### src/rtl/gps_wb_reader_pkg.sv
// Shared FSM state type and GPS register map for the Wishbone code reader.
// The read-word offset helper keeps address generation in one place.
package gps_wb_reader_pkg;

    typedef enum logic [2:0] {
        S_IDLE,
        S_ARM,
        S_DISARM,
        S_POLL,
        S_READ,
        S_HOLD,
        S_ERR
    } state_t;

    localparam logic [31:0] OFF_CTRL    = 32'h00;
    localparam logic [31:0] OFF_CA      = 32'h04;
    localparam logic [31:0] OFF_P0      = 32'h08;
    localparam logic [31:0] OFF_L0      = 32'h18;

    localparam logic [31:0] CTRL_ARM    = 32'h1;
    localparam logic [31:0] CTRL_DISARM = 32'h0;

    // Words 0..8 of the readout burst map to CA, P0..P3, L0..L3.
    localparam logic [3:0]  LAST_WORD   = 4'd8;

    function automatic logic [31:0] read_offset(input logic [3:0] word_idx);
        return OFF_CA + {26'd0, word_idx, 2'b00};
    endfunction

endpackage

### src/rtl/gps_wb_access.sv
// Single Wishbone classic access: latches the request, holds the bus until
// ack/err, then releases cyc/stb for at least one cycle.
module gps_wb_access (
    input  logic        clk,
    input  logic        rst,
    input  logic        req,
    input  logic        we,
    input  logic [31:0] adr,
    input  logic [31:0] wdata,
    output logic        done,
    output logic        err,
    output logic [31:0] rdata,
    output logic [31:0] wb_adr,
    output logic [31:0] wb_wdat,
    output logic [3:0]  wb_sel,
    output logic        wb_we,
    output logic        wb_cyc,
    output logic        wb_stb,
    input  logic [31:0] wb_rdat,
    input  logic        wb_ack,
    input  logic        wb_err
);

    logic cyc_q;

    // NOTE: sequential state uses non-blocking (<=) so every register samples
    // pre-edge values; blocking here would create order-dependent races.
    always_ff @(posedge clk or posedge rst) begin
        if (rst) begin
            cyc_q   <= 1'b0;
            wb_adr  <= '0;
            wb_wdat <= '0;
            wb_sel  <= '0;
            wb_we   <= 1'b0;
        end else if (cyc_q) begin
            if (wb_ack || wb_err) begin
                cyc_q  <= 1'b0;
                wb_sel <= '0;
            end
        end else if (req) begin
            cyc_q   <= 1'b1;
            wb_adr  <= adr;
            wb_we   <= we;
            wb_wdat <= we ? wdata : '0;
            wb_sel  <= 4'hF;
        end
    end

    assign wb_cyc = cyc_q;
    assign wb_stb = cyc_q;

    // Completion is reported in the cycle of the completing edge so the
    // sequencer can present the next request while cyc is low for one cycle.
    assign done  = cyc_q & wb_ack & ~wb_err;
    assign err   = cyc_q & wb_err;
    assign rdata = wb_rdat;

endmodule

### src/rtl/gps_wb_reader.sv
// Sequences arm/disarm/poll/readout of the GPS code generator over Wishbone
// and presents the captured C/A, P and L codes through a valid/ready handshake.
module gps_wb_reader
    import gps_wb_reader_pkg::*;
#(
    parameter logic [31:0] BASE_ADDR  = 32'h0000_0000,
    parameter int          POLL_LIMIT = 1024
) (
    input  logic         wb_clk_i,
    input  logic         wb_rst_i,
    input  logic         start_i,
    output logic         busy_o,
    output logic         valid_o,
    input  logic         ready_i,
    output logic         err_o,
    output logic [12:0]  ca_code_o,
    output logic [127:0] p_code_o,
    output logic [127:0] l_code_o,
    output logic [31:0]  wb_adr_o,
    output logic [31:0]  wb_dat_o,
    output logic [3:0]   wb_sel_o,
    output logic         wb_we_o,
    output logic         wb_cyc_o,
    output logic         wb_stb_o,
    input  logic [31:0]  wb_dat_i,
    input  logic         wb_ack_i,
    input  logic         wb_err_i
);

    localparam int PCW = $clog2(POLL_LIMIT) + 1;

    state_t         state;
    state_t         state_nxt;
    logic [PCW-1:0] poll_cnt;
    logic [3:0]     word_cnt;

    logic           acc_req;
    logic           acc_we;
    logic [31:0]    acc_adr;
    logic [31:0]    acc_wdata;
    logic           acc_done;
    logic           acc_err;
    logic [31:0]    acc_rdata;

    logic [31:0]    rd_off;
    logic [1:0]     p_slot;
    logic [1:0]     l_slot;
    logic           poll_last;
    logic           status_ready;
    logic           start_seq;

    assign rd_off       = read_offset(word_cnt);
    assign p_slot       = 2'((rd_off - OFF_P0) >> 2);
    assign l_slot       = 2'((rd_off - OFF_L0) >> 2);
    assign poll_last    = (poll_cnt == PCW'(POLL_LIMIT - 1));
    assign status_ready = acc_rdata[0];
    assign start_seq    = start_i && (state == S_IDLE || state == S_ERR);

    gps_wb_access u_access (
        .clk     (wb_clk_i),
        .rst     (wb_rst_i),
        .req     (acc_req),
        .we      (acc_we),
        .adr     (acc_adr),
        .wdata   (acc_wdata),
        .done    (acc_done),
        .err     (acc_err),
        .rdata   (acc_rdata),
        .wb_adr  (wb_adr_o),
        .wb_wdat (wb_dat_o),
        .wb_sel  (wb_sel_o),
        .wb_we   (wb_we_o),
        .wb_cyc  (wb_cyc_o),
        .wb_stb  (wb_stb_o),
        .wb_rdat (wb_dat_i),
        .wb_ack  (wb_ack_i),
        .wb_err  (wb_err_i)
    );

    always_ff @(posedge wb_clk_i or posedge wb_rst_i) begin
        if (wb_rst_i) begin
            state <= S_IDLE;
        end else begin
            state <= state_nxt;
        end
    end

    always_comb begin
        // NOTE: the default assignment before the case keeps this block
        // purely combinational; any path without an assignment infers a latch.
        state_nxt = state;
        case (state)
            S_IDLE:   if (start_i) state_nxt = S_ARM;
            S_ARM: begin
                if (acc_err)       state_nxt = S_ERR;
                else if (acc_done) state_nxt = S_DISARM;
            end
            S_DISARM: begin
                if (acc_err)       state_nxt = S_ERR;
                else if (acc_done) state_nxt = S_POLL;
            end
            S_POLL: begin
                if (acc_err)                  state_nxt = S_ERR;
                else if (acc_done) begin
                    if (status_ready)         state_nxt = S_READ;
                    else if (poll_last)       state_nxt = S_ERR;
                end
            end
            S_READ: begin
                if (acc_err)                                 state_nxt = S_ERR;
                else if (acc_done && word_cnt == LAST_WORD)  state_nxt = S_HOLD;
            end
            S_HOLD:   if (ready_i) state_nxt = S_IDLE;
            S_ERR:    if (start_i) state_nxt = S_ARM;
            default:  state_nxt = S_IDLE;
        endcase
    end

    always_comb begin
        busy_o    = 1'b0;
        valid_o   = 1'b0;
        err_o     = 1'b0;
        acc_req   = 1'b0;
        acc_we    = 1'b0;
        acc_adr   = BASE_ADDR + OFF_CTRL;
        acc_wdata = '0;
        case (state)
            S_ARM: begin
                busy_o    = 1'b1;
                acc_req   = 1'b1;
                acc_we    = 1'b1;
                acc_wdata = CTRL_ARM;
            end
            S_DISARM: begin
                busy_o    = 1'b1;
                acc_req   = 1'b1;
                acc_we    = 1'b1;
                acc_wdata = CTRL_DISARM;
            end
            S_POLL: begin
                busy_o    = 1'b1;
                acc_req   = 1'b1;
            end
            S_READ: begin
                busy_o    = 1'b1;
                acc_req   = 1'b1;
                acc_adr   = BASE_ADDR + rd_off;
            end
            S_HOLD:  valid_o = 1'b1;
            S_ERR:   err_o   = 1'b1;
            default: ;
        endcase
    end

    // Counters restart on every accepted start; codes only move on a
    // successful READ completion, so they persist through IDLE and ERR.
    always_ff @(posedge wb_clk_i or posedge wb_rst_i) begin
        if (wb_rst_i) begin
            poll_cnt  <= '0;
            word_cnt  <= '0;
            ca_code_o <= '0;
            p_code_o  <= '0;
            l_code_o  <= '0;
        end else begin
            if (start_seq) begin
                poll_cnt <= '0;
                word_cnt <= '0;
            end
            if (state == S_POLL && acc_done && !status_ready) begin
                poll_cnt <= poll_cnt + PCW'(1);
            end
            if (state == S_READ && acc_done) begin
                word_cnt <= word_cnt + 4'd1;
                if (rd_off == OFF_CA) begin
                    ca_code_o <= acc_rdata[12:0];
                end else if (rd_off < OFF_L0) begin
                    p_code_o[{p_slot, 5'd0} +: 32] <= acc_rdata;
                end else begin
                    l_code_o[{l_slot, 5'd0} +: 32] <= acc_rdata;
                end
            end
        end
    end

endmodule
### config.mk
export PLATFORM = sky130hd
export DESIGN_NAME = gps_wb_reader
export DESIGN_NICKNAME = d
export VERILOG_FILES = /design/src/rtl/gps_wb_reader_pkg.sv /design/src/rtl/gps_wb_access.sv /design/src/rtl/gps_wb_reader.sv
export SDC_FILE = /design/constraint.sdc
export NUM_CORES = 1
export LEC_CHECK = 0
export ABC_AREA = 1
export ABC_CLOCK_PERIOD_IN_PS = 10330
export CORE_ASPECT_RATIO = 1.75
export CORE_UTILIZATION = 46
export DETAILED_ROUTE_END_ITERATION = 7
export PLACE_DENSITY = 0.77
export SLEW_MARGIN = 10
export SYNTH_ARGS = -nofsm -noshare
export SYNTH_HDL_FRONTEND = slang
export SYNTH_SLANG_ARGS = --single-unit
### constraint.sdc
create_clock -name wb_clk_i -period 10.33 [get_ports wb_clk_i]
set_clock_uncertainty 0.2 [all_clocks]
set_input_delay 1.033 -clock wb_clk_i [delete_from_list [all_inputs] [get_ports wb_clk_i]]
set_output_delay 1.033 -clock wb_clk_i [all_outputs]
set_load 0.02 [all_outputs]
* Word level (Yosys, flattened, before mapping) *
Index checks and enable logic that the tools add are counted.

word-level totals
  register bits after elaboration = 357
  logic and storage cells = 100

cells by class
  add/subtract/negate cells = 7
  order comparisons = 1
  eq/ne operators = 17
  shift operators = 4
  muxes and demuxes = 32
  bitwise operators = 7
  reductions and logical operators = 21

operators by type and width
  kind                                                    count
  bitwise mux 128 bit                                     2
  variable shift 32 x 9 -> 128 bit, first input constant  2
  indexed part select 32 x 9 -> 128 bit                   2
  two-way mux 3 bit                                       12
  two-way mux 11 bit                                      2
  two-way mux 4 bit                                       5
  negator 7 -> 9 bit                                      2
  case mux 3 bit (6 select lines)                         1
  inequality test 3 bit, second input constant            4
  adder 11 x 1 -> 11 bit, second input constant           1
  == test 11 x 10 -> 1 bit, second input constant         1
  == test 3 bit, second input constant                    3
  two-way mux 1 bit                                       9
  subtractor 4 bit, second input constant                 2
  adder 3 x 6 -> 7 bit, first input constant              1
  == test 7 x 3 -> 1 bit, second input constant           1
  < comparator 7 x 5 -> 1 bit, second input constant      1
  two-way mux 7 bit                                       1
  AND reduction 7 bit                                     1
  == test 3 x 2 -> 1 bit, second input constant           2
  AND reduction 2 bit                                     3
  AND reduction 3 bit                                     2
  nonzero test 2 bit                                      3
  logical AND 1 bit                                       5
  13 further kinds                                        21

* Logic depth before layout (Yosys ltp) *
Gate-level depths: netlist (run 1).

  depth in word-level cells = 6
  depth in mapped cells = 12

* By module *
From an unflattened synthesis (run 1), not the netlist that was laid out.

unflattened totals
  cells, all modules = 1883
  area, all modules = 15511.1 um^2

by module, submodules not included
  module         instances  cells an instance  area each (um^2)
  gps_wb_reader  1          1552               12573.3
  gps_wb_access  1          331                2937.8

* Least setup slack after synthesis (run 1) *
Ideal clock, no wire load.

  path kind = flip-flop to flip-flop
  start point = register word_cnt[0]
  end point = register p_code_o[64]
  setup time = 0.066 ns
  arrival = 2.239 ns
  required time = 10.064 ns
  slack = 7.826 ns
  cell stages (with the launch flop) = 11
  clock period less this slack = 2.504 ns
  cell sequence = dfrtp_1 -> buf_4 -> inv_1 -> clkbuf_1 -> ha_1 -> or2_2 -> buf_2 -> clkbuf_1 -> nor3_1 -> nand4_1 -> nand2_1

on the way
  word-level cells in the longest chain between the ends = 5
  elaborated cells between the ends (all ways) = 10

ends and longest elaborated chain
  what                                                                                       RTL line                 source
  start: declaration                                                                         gps_wb_reader.sv:35      logic [3:0] word_cnt;
  start signal: assignment                                                                   gps_wb_reader.sv:173     word_cnt <= word_cnt + 4'd1;
  adder 3 x 6 -> 7 bit *                                                                     gps_wb_reader_pkg.sv:27  return OFF_CA + {26'd0, word_idx, 2'b00};
  subtractor 4 bit                                                                           gps_wb_reader.sv:53      assign p_slot = 2'((rd_off - OFF_P0) >> 2);
  negator 7 -> 9 bit                                                                         gps_wb_reader.sv:177     p_code_o[{p_slot, 5'd0} +: 32] <= acc_rdata;
  indexed part select 32 x 9 -> 128 bit or variable shift 32 x 9 -> 128 bit (tied branches)  gps_wb_reader.sv:177
  bitwise mux 128 bit                                                                        gps_wb_reader.sv:177
  end signal: indexed assignment                                                             gps_wb_reader.sv:177
  end: declaration                                                                           gps_wb_reader.sv:17      output logic [127:0] p_code_o,

Mark *: on every way between the ends. The rest lies on a longest branch, timed or not.
A chain may end at the register's enable or synchronous reset.

* Final worst setup path (run 1) *
  start point = register word_cnt[0]
  end point = register l_code_o[86]

on the way
  word-level cells in the longest chain between the ends = 5
  elaborated cells between the ends (all ways) = 11

ends and longest elaborated chain
  what                                                                                       RTL line                 source
  adder 3 x 6 -> 7 bit *                                                                     gps_wb_reader_pkg.sv:27
  subtractor 4 bit                                                                           gps_wb_reader.sv:54      assign l_slot = 2'((rd_off - OFF_L0) >> 2);
  negator 7 -> 9 bit                                                                         gps_wb_reader.sv:179     l_code_o[{l_slot, 5'd0} +: 32] <= acc_rdata;
  indexed part select 32 x 9 -> 128 bit or variable shift 32 x 9 -> 128 bit (tied branches)  gps_wb_reader.sv:179
  bitwise mux 128 bit                                                                        gps_wb_reader.sv:179
  end signal: indexed assignment                                                             gps_wb_reader.sv:179
  end: declaration                                                                           gps_wb_reader.sv:18      output logic [127:0] l_code_o,

Marks and branches as above.

==> results_dict.tcl, run 1 <==
set metrics [dict create \
    clkTransAtPathRegs_ns 0.07 \
    clock_path_buffers 3 \
    grt_pass1_vias 12500 \
    synthTopCellsByCount "nand2_1, dfrtp_1, nand3_1" \
    num_rows 85 \
    grt.total_usage 0.285 \
    ir_worst_vdd_mv 0.120 \
    drive_gt1_frac 0.0467 \
    num_antenna_cells 0 \
    final_antenna_net_count 0 \
    critical_path_class "reg2reg" \
    ios 381 \
    rsz0062_at_grt "no" \
    relSlewSlack 0.189 \
    synth_flop_cell "dfrtp_1" \
    netlist_area_um2 14300 \
    synth_top_cell_area_share 0.517 \
    yosys_register_bits 296 \
    slew_violations 0 \
    pre_cts_slack_ns 5.41 \
    critPathLaunchType "register" \
    synth_edf_count 0 \
    drt-initial-drc-count 1011 \
    syn_inst 1712 \
    ys_async_sr_fraction 1.00 \
    cap_violations 0 \
    setup_ws_ns 5.73 \
    hold_path_class "reg2reg" \
    synth_top_area_cell "dfrtp_1" \
    power_density_nw_per_um2 180 \
    p_leak_nw 9.21 \
    worstPathMaxFanout 87 \
    clock_latency_ns 0.55 \
    dieArea_um2 31900 \
    grt_pass1_wl_um 70200 \
    htree_levels 1 \
    yosysMostFrequentCell "nand2_1" \
    drc 0 \
    synth_cell_types 33 \
    busiest_layer "met2" \
    hold_ws_ns 0.272 \
    endpoint_kind "register" \
    cts_buffers 27 \
    cp_slowest_stage_delay_ns 0.94 \
    cts_resized 0 \
    synthTopCellsByArea "dfrtp_1, nand2_1, nand4_1" \
    seq_area_frac_synth 0.517 \
    min_period_ns 4.60 \
    grt_use_met3 0.0450 \
    initial_core_util 0.466 \
    avgViaCountPerCell 5.44 \
    routedWlPerCell_um 19.0 \
    crit_top_cell "nand2_1" \
    place_hpwl_um 31500 \
    ys_warn_count 0 \
    max_freq_mhz 217 \
    gp_congestion 0.913 \
    grt_overflow_total 0 \
    cp_data_arrival_time_ns 4.84 \
    cts_tree "done" \
    grt_use_met1 0.334 \
    final_cells 2361 \
    syn2layout_area_growth_pct 24.9 \
    fin_crit_sh 0.445 \
    cp.required_ns 10.57 \
    crit_slowest_cell "nand2_1" \
    holdBufCountCts 0 \
    cts_setup_buffers 0 \
    status "complete, no violations" \
    die_h_um 235 \
    first_pass_iters 6 \
    vias 12800 \
    core_um2 30700 \
    die_width_um 135 \
    drt-total-wl_um 45000 \
    cts-root-buf "clkbuf_16" \
    grt_antenna_before_repair 0 \
    finalPower_mw 3.22 \
    syn_avg_cell_area_um2 8.37 \
    cts_sinks 296 \
    tightestPinTransition_ns 1.21 \
    finalSetupViolations 0 \
    fin_tns_setup_ns 0 \
    grt_max_degree 98 \
    nets 1995 \
    path_cells "buf_4 > inv_2 > ha_2 > nand3_1 > nand2_2 > nor2_8 > nor2_8 > buf_4 > nand2_1 > nand2_1 > nand2_1" \
    io_buffer_count 322 \
    placedCellCount 2312 \
    grtUsageMet2 0.465 \
    hold_viol 0 \
]
## power breakdown
group | switching (mW) | internal, mW
clock network | 0.459 | 0.579
registers | 0.0602 | 1.23
logic | 0.635 | 0.260
## cell usage in the layout (no fill, tap or decap), types with 2 or more instances in the layout
master	count
clkbuf_16	27
buf_4	14
dfrtp_1	296
nor3_1	68
ha_1	3
clkinvlp_4	5
ha_2	4
nand4_1	130
inv_2	7
nand2_4	3
clkdlybuf4s50_1	322
nand3_1	147
clkbuf_8	3
nand4_4	4
nand2_1	598
clkinv_2	7
nand2_2	3
conb_1	58
inv_6	2
o21ai_0	29
inv_1	92
bufinv_16	3
nor2_8	3
a21oi_1	5
o22ai_1	6
clkinv_4	2
nor2_1	118
## final timing paths
path,startpoint,to,slack (ns),cells after the start
setup reg to reg,word_cnt[0],l_code_o[86],5.73,11
setup / recovery,word_cnt[0],l_code_o[86],5.73,11
hold reg to reg,l_code_o[87],l_code_o[87],0.27,2
max in group asynchronous,wb_rst_i,l_code_o[95],6.97,4
hold / removal,l_code_o[87],l_code_o[87],0.27,2
min in group asynchronous,wb_rst_i,l_code_o[117],0.79,2
## area by class of cell
class                      count  area [µm²]
inverter                     102         395
tap                          391         489
clock buffer                  31         721
multi-input combinational   1187        5360
fill                        2705       12800
sequential                   296        7410
clock inverter                18         189
timing repair buffer         336        3330
## flip-flops by register name, indices dropped and copies added (netlist names)
name / cells
ca_code_o: 13
l_code_o: 128
p_code_o: 128
poll_cnt: 11
state: 3
u_access.wb_adr: 5
u_access.wb_cyc: 1
u_access.wb_sel: 1
u_access.wb_wdat: 1
u_access.wb_we: 1
word_cnt: 4
## layer usage
layer	vias to the layer above	wire length, µm
met5	-	0
li1	5892	-
met1	6052	16000
met4	0	3780
met2	733	21600
met3	159	3540
## per-stage QoR
| stage | util | cell area (µm²) |
|---|---|---|
| after floorplan | - | 14500 |
| after global placement | 0.552 | 17000 |
| after detailed placement | 0.552 | 17000 |
| after CTS | 0.582 | 17900 |
| after global routing | 0.582 | 17900 |
| final | 0.582 | 17900 |
## kinds of logic (layout without fill, tap and decap cells)
logic type / Yosys count / after routing / synth area share
compound gates: 43 / 43 / 0.0160
xor+xnor: 1 / 1 / 0.000612
fa+ha+maj: 7 / 7 / 0.00611
buf+inv: 286 / 487 / 0.125
flops: 296 / 296 / 0.517
other cells: 1 / 58 / 0.000262
simple gates: 1078 / 1078 / 0.335
## critical path: cells and delay by family, from the launching register on
kind	cells	cell delay, ns
fa+ha+maj	1	0.35
buf+inv	3	1.31
flops	1	0.44
simple gates	7	2.12
No activity file was read; power rests on OpenSTA's default activity.
==> run 2, diff against run 1 <==
--- a/config.mk
+++ b/config.mk
@@ -6,7 +6,7 @@
 export NUM_CORES = 1
 export LEC_CHECK = 0
 export ABC_AREA = 1
-export ABC_CLOCK_PERIOD_IN_PS = 10330
+export ABC_CLOCK_PERIOD_IN_PS = 4300
 export CORE_ASPECT_RATIO = 1.75
 export CORE_UTILIZATION = 46
 export DETAILED_ROUTE_END_ITERATION = 7
==> constraint.sdc (replaced) <==
create_clock -name wb_clk_i -period 4.3 [get_ports wb_clk_i]
set_clock_uncertainty 0.2 [all_clocks]
set_input_delay 0.43 -clock wb_clk_i [delete_from_list [all_inputs] [get_ports wb_clk_i]]
set_output_delay 0.43 -clock wb_clk_i [all_outputs]
set_load 0.02 [all_outputs]
==> results_dict.tcl, run 2 (synthesized netlist as in run 1, its figures left out) <==
set metrics [dict create \
    status "complete, no violations" \
    clock_path_buffers 3 \
    tightestPinTransition_ns 1.25 \
    gp_congestion 0.904 \
    syn2layout_area_growth_pct 25.6 \
    drive_gt1_frac 0.0510 \
    setup_ws_ns 0.907 \
    drt-initial-drc-count 985 \
    routedWlPerCell_um 18.7 \
    cp.required_ns 4.58 \
    fin_crit_sh 0.789 \
    grt_overflow_total 0 \
    postLayoutCoreUtil 0.586 \
    worst_r2r_endpoint "p_code_o[84]" \
    nets 2004 \
    io_buffer_count 322 \
    num_rows 85 \
    cp_data_arrival_time_ns 3.67 \
    place_hpwl_um 31400 \
    cts-root-buf "clkbuf_16" \
    grt_use_met3 0.0401 \
    reg_top3 "l_code_o: 128 flops, p_code_o: 128 flops, ca_code_o: 13 flops" \
    drc 0 \
    grt.total_usage 0.283 \
    cts_sinks 296 \
    finalSetupViolations 0 \
    mostFrequentLayoutCells "nand2_1, clkdlybuf4s50_1, dfrtp_1" \
    grt_pass1_wl_um 70000 \
    final_antenna_net_count 0 \
    die_width_um 135 \
    clock_latency_ns 0.56 \
    num_antenna_cells 0 \
    hold_viol 0 \
    max_freq_mhz 295 \
    rsz0062_at_grt "no" \
    n_fill_cell 2702 \
    initial_core_util 0.466 \
    cts_buffers 27 \
    die_h_um 235 \
    relSlewSlack 0.167 \
    ff2ff_path_depth 9 \
    finalPower_mw 7.72 \
    min_period_ns 3.39 \
    cap_violations 0 \
    pre_cts_slack_ns 0.973 \
    final_cells 2371 \
    slew_violations 0 \
    core_um2 30700 \
    fin_tns_setup_ns 0 \
    hold_path_class "in2async" \
    rrSetupSlack_ns 0.91 \
    placedCellCount 2321 \
    vias 12800 \
    avgViaCountPerCell 5.42 \
    endpoint_kind "register" \
    first_pass_iters 7 \
    postLayoutCellArea_um2 18000 \
    busiest_layer "met2" \
    ir_worst_vdd_mv 0.410 \
    dieArea_um2 31900 \
    drt-total-wl_um 44400 \
    grt_max_degree 90 \
    grtUsageMet2 0.466 \
    cts_resized 0 \
    power_density_nw_per_um2 429 \
    worstPathMaxFanout 69 \
    layout_commonest_cell "nand2_1" \
    grt_pass1_vias 12500 \
    cts_tree "done" \
    holdBufCountCts 0 \
    clkTransAtPathRegs_ns 0.07 \
    regToRegStartpoint "word_cnt[1]" \
    critPathLaunchType "register" \
    hold_ws_ns 0.207 \
    cts_setup_buffers 0 \
    ios 381 \
    htree_levels 1 \
    post_dp_cell_area_um2 17100 \
    p_leak_nw 9.27 \
    critical_path_class "reg2reg" \
    grt_antenna_before_repair 0 \
    grt_use_met1 0.347 \
]
==> run 2: critical path, stage by stage (launching register included) <==
cell	delay (ns)
dfrtp_1	0.46
inv_1	0.17
ha_2	0.32
nand3_1	0.10
nand2_2	0.09
nor2_8	0.43
buf_4	0.48
buf_4	0.67
nand4_1	0.20
nand2_1	0.11
==> run 2: layer usage <==
| layer | vias to the layer above | part of all wire |
|---|---|---|
| met5 | - | 0 |
| met4 | 0 | 0.067 |
| met3 | 138 | 0.071 |
| met2 | 667 | 0.49 |
| met1 | 6144 | 0.37 |
| li1 | 5894 | - |
==> run 2: how the worst max path moves through the flow <==
stage | startpoint | endpoint | slack, ns
detailed placement | wb_ack_i | l_code_o[64] | 0.97
floorplan | wb_rst_i | ca_code_o[0] | -0.26
global route | word_cnt[0] | p_code_o[59] | 0.71
CTS | word_cnt[1] | p_code_o[48] | 0.96
finish | word_cnt[1] | p_code_o[84] | 0.91
global placement | wb_ack_i | l_code_o[90] | 1.02
==> run 2: cell type report <==
class,count,area [µm²],area share
flip-flops and latches,296,7410,0.412
multi-input cells,1187,5360,0.298
repair buffers,345,3450,0.191
clock buffers,35,766,0.0425
well taps,391,489,0.0272
inverters,102,392,0.0218
clock inverters,15,136,0.00758
==> run 2: power breakdown <==
group | internal [mW] | switching [mW] | leakage, nW
combinational | 0.632 | 1.53 | 4.71
clock | 1.38 | 1.08 | 0.447
sequential | 2.95 | 0.148 | 4.11
total | 4.96 | 2.76 | 9.27
